**config.mk**
```make
export PLATFORM = sky130hd
export DESIGN_NAME = pov_msg_buffer
export DESIGN_NICKNAME = d
export VERILOG_FILES = /design/src/rtl/pov_msg_buffer.sv
export SDC_FILE = /design/constraint.sdc
export NUM_CORES = 1
export LEC_CHECK = 0
export BUFFER_PORTS_ARGS = -buffer_cell sky130_fd_sc_hd__buf_2
export CORE_MARGIN = 3
export CORE_UTILIZATION = 58
export CTS_BUF_LIST = sky130_fd_sc_hd__clkbuf_2
export CTS_CLUSTER_SIZE = 16
export DETAILED_ROUTE_END_ITERATION = 7
export PLACE_DENSITY_LB_ADDON = 0.2
export SLEW_MARGIN = 10
export SYNTH_ARGS = -nofsm -noshare
export SYNTH_HDL_FRONTEND = slang
export SYNTH_SLANG_ARGS = --single-unit
```
**constraint.sdc**
```tcl
create_clock -name clk -period 2.57 [get_ports clk]
set_input_delay 0.514 -clock clk [delete_from_list [all_inputs] [get_ports clk]]
set_output_delay 0.514 -clock clk [all_outputs]
set_load 0.05 [all_outputs]
```
**src/rtl/pov_msg_buffer.sv**
```systemverilog
// Ping-pong message store for the POV display path.
// One bank takes one-cycle edit commands from the text-entry control while the other bank
// is shown to the column scanner. A commit swaps the banks.
module pov_msg_buffer #(
   parameter int unsigned    DEPTH      = 16,
   parameter int unsigned    CW         = 8,
   parameter logic [CW-1:0]  ENHE_CODE  = 8'hF1,
   parameter logic [CW-1:0]  COMMA_CODE = 8'h2C,
   parameter logic [CW-1:0]  BLANK_CODE = 8'h20,
   parameter int unsigned    AW         = $clog2(DEPTH)
) (
   input  logic          clk,
   input  logic          reset,
   input  logic [CW-1:0] char_in,
   input  logic          load,
   input  logic          add,
   input  logic          delete,
   input  logic          add_enhe,
   input  logic          change_virgul,
   input  logic          complete,
   input  logic          change,
   output logic          full,
   output logic          empty,
   output logic [AW:0]   count,
   output logic          overflow,
   output logic          upd,
   input  logic [AW-1:0] rd_addr,
   output logic [CW-1:0] rd_data,
   output logic [AW:0]   msg_len,
   output logic          msg_valid
);

   localparam logic [AW:0] FULL_CNT = (AW+1)'(DEPTH);

   logic [CW-1:0] mem [2][DEPTH];
   logic          disp_sel;
   logic          edit_sel;
   logic [AW:0]   count_d;
   logic          overflow_d;
   logic          upd_d;
   logic          wr_en;
   logic [CW-1:0] wr_code;
   logic          rd_hit;

   // The activity strobe carries no state; upd is driven only by accepted edits.
   logic unused_change;
   assign unused_change = change;

   assign edit_sel = ~disp_sel;
   assign full     = (count == FULL_CNT);
   assign empty    = (count == '0);
   assign rd_hit   = msg_valid && ({1'b0, rd_addr} < msg_len);

   // Decode this edge's edit command: load > delete > add.
   always_comb begin
      count_d    = count;
      overflow_d = overflow;
      upd_d      = 1'b0;
      wr_en      = 1'b0;
      wr_code    = add_enhe      ? ENHE_CODE  :
                   change_virgul ? COMMA_CODE : char_in;
      if (load) begin
         count_d    = '0;
         overflow_d = 1'b0;
      end else if (delete) begin
         if (!empty) begin
            count_d = count - 1'b1;
            upd_d   = 1'b1;
         end
      end else if (add) begin
         if (!full) begin
            wr_en   = 1'b1;
            count_d = count + 1'b1;
            upd_d   = 1'b1;
         end else begin
            overflow_d = 1'b1;
         end
      end
   end

   // Edit bank write; data storage needs no reset, it is never read before a commit.
   always_ff @(posedge clk) begin
      if (!reset && wr_en) begin
         mem[edit_sel][count[AW-1:0]] <= wr_code;
      end
   end

   // Control registers, commit swap and registered display read port.
   always_ff @(posedge clk) begin
      if (reset) begin
         count     <= '0;
         overflow  <= 1'b0;
         upd       <= 1'b0;
         disp_sel  <= 1'b0;
         msg_len   <= '0;
         msg_valid <= 1'b0;
         rd_data   <= BLANK_CODE;
      end else begin
         count    <= count_d;
         overflow <= overflow_d;
         upd      <= upd_d;
         // Read uses the bank selected before this edge, so a commit shows up one edge later.
         rd_data  <= rd_hit ? mem[disp_sel][rd_addr] : BLANK_CODE;
         if (complete) begin
            // Length includes an add accepted on this same edge.
            msg_len   <= count_d;
            disp_sel  <= ~disp_sel;
            msg_valid <= 1'b1;
         end
      end
   end

endmodule

```
==> out/metrics.yaml, run 1 <==
status:
  status: "finished, final reports clean"
final_layout:
  drive_gt1_share_pct: 36.6
  fin_nets: 751
  layout_common_cells: "edfxtp_1 (256), clkbuf_2 (101), mux4_2 (63)"
  area_delta_synth_final_pct: 12.9
  mostFrequentLayoutCell: "edfxtp_1"
  fill_cells: 1234
worst_setup_path:
  critical_path_class: "reg2out"
  start_kind: "flip-flop"
  crit_slowest_cell: "dfxtp_4"
  r2r_setup_slack_ns: 0.24
  reg2regPathDepth: 7
  worstSetupEndpointType: "primary output"
  cpPeakStageDelay_ns: 0.38
  reg2reg_from: "msg_len[1]"
  r2r-end: "rd_data[0]"
  arrival_ns: 1.91
  required_ns: 2.06
  worst-path-max-fanout: 8
  crit_chain: "inv_2, ha_4, nor3b_4, and2_4, buf_8"
synthesis:
  synth_compound_area_share_pct: 4.11
  syn-instance-count: 586
  yosys.area_share.simple_pct: 5.61
  synth_mux_area_share_pct: 13.2
  synth-edff-count: 256
  avgSynthCellArea_um2: 18.8
  syn_area_um2: 11000
  synth-xor-area-share_pct: 0.398
  synth_top_family_by_area: "multiplexers"
  synth.area.top_cells: "edfxtp_1 (70%), mux4_2 (13%), dfxtp_1 (4.2%)"
  ys_seq_elements: 279
  synth_top_area_share_pct: 69.9
  synthFlopType: "edfxtp_1"
  synth_warnings: 0
  syn-num-nets: 615
  async_flop_share_pct: 0
  synth_top_area_cell: "edfxtp_1"
  synth_cell_types: 43
  synthAdderAreaFrac_pct: 0.910
  ys_seq_area_share_pct: 74.1
power_and_ir_drop:
  power_frac_comb_pct: 8.0
  leakagePower_uw: 0.00439
  clock_power_share_pct: 32.0
  p_seq_share_pct: 59.9
  netSwitchingFraction_pct: 24.8
  ir_worst_vdd_v: 0.000377
  powerDensity_nw_per_um2: 671
  internal_power_uw: 6270
  p_switching_uw: 2060
worst_hold_path:
  hp-class: "in2reg"
  min-delay-start: "complete"
  whs_path_depth: 3
  min_to: "msg_valid"
routing:
  via_per_inst: 6.01
  drc: 0
  first_iter_violations: 550
  num_vias: 5988
  wl_per_cell_um: 22.9
  routed_wl_mm: 22.8
  ant_nets: 0
  drt_first_pass_iters: 7
floorplanning:
  rows: 49
  core_area_um2: 18300
  start_util_pct: 60.2
  die_x_um: 144
  io_pins: 44
  fp.dieH_um: 144
  dieArea_um2: 20700
clock_network:
  ctsHtreeMaxLevel: 3
  clock_path_buffers: 3
  clock_sinks: 279
  cts_tree: "built"
  clk_pin_slew_ns: 0.09
  cts_buffers: 68
  insertion_delay_ns: 0.78
  clk_root_buffer_cell: "clkbuf_2"
sta:
  fmax_mhz: 412
  finalCritPeriodShare_pct: 94.4
  max-slew-margin-rel_pct: 19.7
  holdWs_ns: 0.137
  final_max_slew_viol_count: 0
  worst_clock_skew_ns: 0.0607
  hold_violations: 0
  finalSetupViolCount: 0
  setup_tns_ns: 0
  worst_pin_slew_ns: 1.20
  min_period_ns: 2.42
grt:
  grt_pass1_vias: 6386
  grt_pass1_wl_mm: 35.9
  grt_use_total_pct: 23.6
  grt_antenna_before_repair: 1
  grt_overflow: 0
  grt_max_degree: 43
placed_design:
  dpl.hpwl_mm: 14.6
  portBuffers: 42
  routabilityCongestion: 0.834
job:
  maxCapViolations: 0
power groups by stage:
stage	logic (uW)	registers, uW	clock network (uW)
after floorplan	405	5140	0
after global placement	628	5100	0
after detailed placement	648	5100	0
after CTS	663	4990	2750
after global routing	721	5000	3040
final	668	4990	2670
stage by stage:
step / total power [uW] / instance area, um^2 / std cells / worst slack [ns] / utilization [%]
floorplan: 5540 / 11000 / 586 / -0.0887 / -
finish: 8330 / 12400 / 997 / 0.145 / 68.0
detailed placement: 5750 / 11800 / 878 / -0.0293 / 64.5
global route: 8760 / 12400 / 997 / -0.00223 / 68.0
global placement: 5720 / 11800 / 878 / 0.0175 / 64.5
CTS: 8410 / 12400 / 994 / 0.0257 / 67.8
layout make-up:
cell class | instances | area (um^2) | area share [%]
Multi-Input combinational cell | 267 | 2710 | 21.8
Sequential cell | 279 | 8150 | 65.6
Clock buffer | 101 | 505 | 4.07
Antenna cell | 2 | 5.00 | 0.0403
Timing Repair Buffer | 97 | 668 | 5.38
Inverter | 9 | 36.3 | 0.292
Clock inverter | 13 | 52.6 | 0.423
Tap cell | 229 | 287 | 2.31
synth_stat cells, types with 4 or more instances:
cell type and n:
xnor2_1 4, a21o_1 7, inv_1 9, nor2_1 59
mux4_2 63, a22oi_1 31, nand2_1 23, buf_4 4
nor3b_1 4, dfxtp_1 23, clkbuf_1 13, or3_1 4
ha_1 8, nor2b_1 7, and2_1 6, a22o_1 7
buf_1 4, nand3_1 6, edfxtp_1 256, buf_2 8
a21oi_1 4
metal layers:
| metal | wire (um) | vias up | share of wire (%) | track usage [%] |
|---|---|---|---|---|
| met2 | 11200 | 247 | 49 | 37.3 |
| met3 | 1590 | 39 | 7.0 | 5.79 |
| met4 | 445 | 0 | 1.9 | 8.57 |
| met5 | 0 | - | 0 | 0 |
| met1 | 9560 | 3026 | 42 | 32.9 |
| li1 | - | 2676 | - | - |
cells by family after synthesis:
kind of cell	after synthesis
XOR/XNOR	5
buffers and inverters	40
AND/OR/NAND/NOR	129
AO/OA/AOI/OAI	59
multiplexers	66
flip-flops	279
adder cells (fa/ha/maj)	8
how the worst max path moves through the flow:
stage	cells after the start	slack, ns	endpoint	from
after global routing	5	-0.002	full	count[1]
after detailed placement	7	-0.03	rd_data[0]	rd_addr[1]
after CTS	5	0.03	full	count[0]
final	5	0.15	full	count[1]
after floorplan	7	-0.09	mem[0][112]	count[0]
after global placement	7	0.02	rd_data[0]	rd_addr[1]
critical path, delay by kind of cell (launching register included):
kind / cells / cell delay, ns
flops: 1 / 0.38
simple gates: 2 / 0.38
buf+inv: 2 / 0.23
fa+ha+maj: 1 / 0.17
what timing repair did:
action	4_1_cts	5_1_grt
buffers inserted	0	1
endpoints found under the hold margin	5	0
endpoints found under the setup margin	2	2
gates resized for setup	9	5
hold buffers	2	0
registers in the layout, indices dropped and copies added (netlist names), named ones only:
signal / count
count: 5
disp_sel: 1
mem: 256
msg_len: 5
msg_valid: 1
overflow: 1
rd_data: 8
upd: 1
No activity file was read; power rests on OpenSTA's default activity.
==> run 2, diff against run 1 <==
- BUFFER_PORTS_ARGS: -buffer_cell sky130_fd_sc_hd__buf_2 -> -buffer_cell sky130_fd_sc_hd__clkbuf_2
==> run 2 against run 1 <==
Sequential share of layout area fell by 0.37 points; register-to-register slack gained 0.02 ns; critical endpoint unchanged; via count rose by 0.99%; highest routed layer unchanged; power increased by 1.4%; die area stayed put; non-clock buffer count is 2 higher; cell count is 0.60% higher; sequential power about the same; core utilization grew 0.39 points; hold slack got worse by 0.084 ns; flip-flop and latch count unchanged.
==> out/metrics.yaml, run 2 (synthesis gave the netlist of run 1 again) <==
status:
  status: "finished, final reports clean"
routing:
  topRoutingLayerUsed: "met4"
  wl_met3_mm: 1.76
  ant_nets: 0
  wirelength_met1_mm: 9.35
  num_vias: 6047
  drc: 0
  routed_wl_mm: 22.6
  via_per_inst: 6.03
  met2_length_mm: 11.0
  drt_first_pass_iters: 7
  wl_per_cell_um: 22.5
  first_iter_violations: 581
sta:
  hold_violations: 0
  worst_pin_slew_ns: 1.20
  max-slew-margin-rel_pct: 19.9
  worst_clock_skew_ns: 0.0631
  finalCritPeriodShare_pct: 97.5
  holdWs_ns: 0.0532
  final_max_slew_viol_count: 0
  finalSetupViolCount: 0
  fmax_mhz: 399
  rsz0062_at_grt: "yes"
  min_period_ns: 2.51
final_layout:
  largest_reg_flops: 256
  layout_common_cells: "edfxtp_1 (256), clkbuf_2 (132), mux4_2 (63)"
  seqCellArea_um2: 8150
  postLayoutCellArea_um2: 12500
  mostFrequentLayoutCell: "edfxtp_1"
  drive_gt1_share_pct: 35.7
  multiInputGateArea_um2: 2710
  area_delta_synth_final_pct: 13.6
  fill_cells: 1211
  fin_nets: 754
  fin_util_pct: 68.4
  final_cells: 1003
worst_setup_path:
  critPathTopFamily: "simple AND/OR/NAND/NOR gates"
  worstSetupEndpointType: "primary output"
  path_depth: 5
  crit_chain: "inv_4, ha_4, nor3b_4, and2_4, buf_8"
  crit_slowest_cell: "dfxtp_4"
  r2r_setup_slack_ns: 0.26
  cp-startpoint: "count[1]"
  arrival_ns: 1.99
  critical_path_class: "reg2out"
  r2r-end: "mem[1][87]"
  cpPeakStageDelay_ns: 0.39
  critical_path_buf_inv_count: 2
  start_kind: "flip-flop"
  reg2regPathDepth: 8
  worst-path-max-fanout: 8
  worstSetupEndpoint: "full"
  required_ns: 2.06
  reg2reg_from: "count[0]"
clock_network:
  clk_pin_slew_ns: 0.11
  cts_tree: "built"
  ctsHtreeMaxLevel: 3
  clk_root_buffer_cell: "clkbuf_2"
  clock_sinks: 279
  clock_path_buffers: 3
  cts_buffers: 69
  insertion_delay_ns: 0.83
floorplanning:
  core_area_um2: 18300
  die_x_um: 144
  dieArea_um2: 20700
  fp.dieH_um: 144
  rows: 49
  io_pins: 44
  start_util_pct: 60.2
grt:
  grt_overflow: 0
  grt_pass1_vias: 6312
  grt_use_total_pct: 23.2
  grt_antenna_before_repair: 1
  grt_max_degree: 46
  grt_pass1_wl_mm: 35.1
power_and_ir_drop:
  p_switching_uw: 2120
  power_frac_comb_pct: 8.1
  clock_power_share_pct: 32.8
  internal_power_uw: 6330
  ir_worst_vdd_v: 0.000355
  powerDensity_nw_per_um2: 677
  leakagePower_uw: 0.00440
  total_power_uw: 8450
  netSwitchingFraction_pct: 25.1
  p_seq_share_pct: 59.1
placed_design:
  routabilityCongestion: 0.839
  portBuffers: 42
  dpl.hpwl_mm: 14.2
  placed_cells: 878
  dpl_cell_area_um2: 11800
worst_hold_path:
  whs_path_depth: 2
  hp-class: "in2reg"
job:
  maxCapViolations: 0
==> run 2: cell types whose count changed in the layout (fill, tap and decap cells not counted), sizes merged <==
cell / before / now
diode: 2 / 1
bufinv: 0 / 1
inv: 10 / 12
buf: 95 / 57
clkinv: 12 / 22
clkbuf: 101 / 133
==> run 2: how the worst min path moves through the flow <==
stage / endpoint / startpoint
final: msg_len[4] / complete
after global routing: msg_len[4] / complete
after CTS: msg_len[4] / complete
after detailed placement: overflow / overflow
after global placement: overflow / overflow
after floorplan: rd_data[5] / mem[1][29]
==> run 2: worst reg2reg max path, stage by stage (launching register included) <==
cell and delay [ns]:
dfxtp_2 0.42, inv_4 0.07, ha_4 0.17, nor3b_4 0.15, and2_4 0.18, nor2_1 0.25, nand2_1 0.27, nor2_1 0.29
buf_4 0.21
==> run 2: metrics by stage <==
step	setup slack [ns]	TNS (ns)
finish	0.0645	0
global route	-0.0254	-0.0254
CTS	-0.0238	-0.0238
detailed placement	0.186	0
global placement	0.242	0
floorplan	-0.0887	-22.16
==> run 2: metal layers <==
metal,vias up,GRT usage [%]
met3,36,6.29
met2,270,35.8
met5,-,0
li1,2671,-
met4,0,9.42
met1,3070,32.0
==> run 2: timing repair <==
| item | 4_1_cts | 5_1_grt |
|---|---|---|
| pin swaps | 0 | 2 |
| buffers inserted | 0 | 3 |
| gates resized for setup | 13 | 4 |
| setup endpoints to repair | 2 | 2 |
| endpoints found under the hold margin | 11 | 0 |
| hold buffers | 2 | 0 |
==> run 2: final cells by class <==
type	instances	share of cell area, %
Antenna cell	1	0.0200
Clock buffer	93	3.73
Clock inverter	26	1.01
Inverter	9	0.310
Multi-Input combinational cell	267	21.7
Sequential cell	279	65.3
Tap cell	229	2.29
Timing Repair Buffer	99	5.65
==> run 2: power by group through the flow <==
stage               Clock, uW  Sequential [uW]  Combinational, uW
floorplan                   0             5140                405
global placement            0             5100                629
detailed placement          0             5100                648
CTS                      2840             5000                670
global route             3120             5000                730
finish                   2770             5000                682
==> run 3, diff against run 2 <==
- clock period: 2.57 -> 2.25 ns (I/O delays scaled with it)
==> run 3 against run 2 <==
The flow now finishes with violations (setup timing); design area grew 1.4%; critical endpoint is now empty; flip-flop and latch count did not move; critical path depth is the same; core utilization grew 0.92 points; sequential power grew 14%; sequential share of layout area is 0.84 points lower; die area did not move; non-clock buffer count down 18; highest routed layer unchanged; largest cell class unchanged.
==> out/metrics.yaml, run 3 (synthesis gave the netlist of run 1 again) <==
status:
  status: "complete, but fails checks"
  failed_checks: "setup timing"
sta:
  finalCritPeriodShare_pct: 104
  hold_violations: 0
  fin_ws_ns: -0.0789
  min_period_ns: 2.33
  setup_tns_ns: -0.137
  fmax_mhz: 429
  final_max_slew_viol_count: 0
  rsz0062_at_grt: "yes"
  worst_pin_slew_ns: 1.15
  worst_clock_skew_ns: 0.0590
  finalSetupViolCount: 2
  max-slew-margin-rel_pct: 23.7
worst_setup_path:
  required_ns: 1.80
  worst-path-max-fanout: 2
  crit_slowest_cell: "dfxtp_4"
  critical_path_class: "reg2out"
  arrival_ns: 1.88
  critical_path_buf_inv_count: 3
  critPathTopFamily: "flip-flops"
  cpPeakStageDelay_ns: 0.37
  crit_chain: "inv_4, ha_4, buf_6, nor4b_4, buf_8"
  worstSetupEndpointType: "primary output"
  start_kind: "flip-flop"
final_layout:
  fin_util_pct: 69.3
  largest_reg_flops: 256
  final_cells: 977
  fill_cells: 1168
  area_delta_synth_final_pct: 15.1
  drive_gt1_share_pct: 40.3
  mostFrequentLayoutCell: "edfxtp_1"
  postLayoutCellArea_um2: 12700
  fin_nets: 734
  layout_common_cells: "edfxtp_1 (256), clkbuf_2 (143), mux4_2 (63)"
clock_network:
  clk_pin_slew_ns: 0.09
  cts_tree: "built"
  clock_sinks: 279
  clock_path_buffers: 3
  insertion_delay_ns: 0.79
  ctsHtreeMaxLevel: 3
  clk_root_buffer_cell: "clkbuf_2"
  cts_buffers: 67
routing:
  routed_wl_mm: 22.7
  wl_per_cell_um: 23.2
  ant_nets: 0
  first_iter_violations: 533
  drt_first_pass_iters: 5
  drc: 0
  num_vias: 5994
  via_per_inst: 6.14
grt:
  grt_use_total_pct: 23.4
  grt_overflow: 0
  grt_antenna_before_repair: 1
  grt_pass1_vias: 6279
  grt_max_degree: 37
  grt_pass1_wl_mm: 35.5
placed_design:
  routabilityCongestion: 0.815
  placed_cells: 849
  dpl.hpwl_mm: 14.4
  portBuffers: 42
  dpl_cell_area_um2: 11900
floorplanning:
  start_util_pct: 60.2
  die_x_um: 144
  core_area_um2: 18300
  io_pins: 44
  rows: 49
  dieArea_um2: 20700
  fp.dieH_um: 144
worst_hold_path:
  hp-class: "in2reg"
power_and_ir_drop:
  leakagePower_uw: 0.00435
  ir_worst_vdd_v: 0.000386
  powerDensity_nw_per_um2: 755
job:
  maxCapViolations: 0
## run 3: repair_timing
item                                    4_1_cts  5_1_grt
endpoints found under the setup margin        2       11
gates resized for setup                      14        1
pin swaps                                     2        5
hold buffers                                  4        0
endpoints found under the hold margin        11        0
buffers inserted                              7        5
## run 3: metrics by stage
stage                     power [uW]  hold slack [ns]  setup slack [ns]
final                           9560            0.111           -0.0789
after CTS                       9630           0.0347            -0.151
after global placement          6590            0.467            0.0916
after detailed placement        6620            0.468            0.0700
after global routing           10000           0.0626            -0.205
after floorplan                 6360            0.644            0.0176
## run 3: per-layer routing
metal	GRT usage (%)	part of all wire, %	vias to the layer above
met4	9.66	3.0	0
met1	33.5	42	3032
met2	35.6	47	281
met3	5.62	7.6	50
li1	-	-	2631
met5	0	0	-
## run 3: layout make-up
type / instances / area [um^2] / share of cell area, %
Tap cell: 229 / 287 / 2.26
Inverter: 9 / 38.8 / 0.306
Sequential cell: 279 / 8160 / 64.4
Antenna cell: 1 / 2.50 / 0.0198
Timing Repair Buffer: 81 / 637 / 5.03
Multi-Input combinational cell: 267 / 2990 / 23.6
Clock buffer: 104 / 520 / 4.11
Clock inverter: 7 / 27.5 / 0.217
## run 3: power by group
| part | leakage (uW) | total, uW | switching (uW) | internal [uW] |
|---|---|---|---|---|
| logic | 0.00140 | 845 | 503 | 342 |
| clock network | 0.000448 | 3010 | 1810 | 1200 |
| registers | 0.00251 | 5710 | 23.2 | 5680 |
## run 3: path summary, 6_finish.rpt
path,from,end,slack (ns),cells past startpoint
worst max-delay path,count[0],empty,-0.08,5
worst min-delay path,delete,count[3],0.11,3
worst max register to register,count[0],mem[0][116],0.07,8
worst min register to register,overflow,overflow,0.50,2
## run 3: worst min-delay path, cell delays in order
cell and delay, ns:
clkbuf_2 0.09, buf_4 0.17, a2111oi_2 0.10
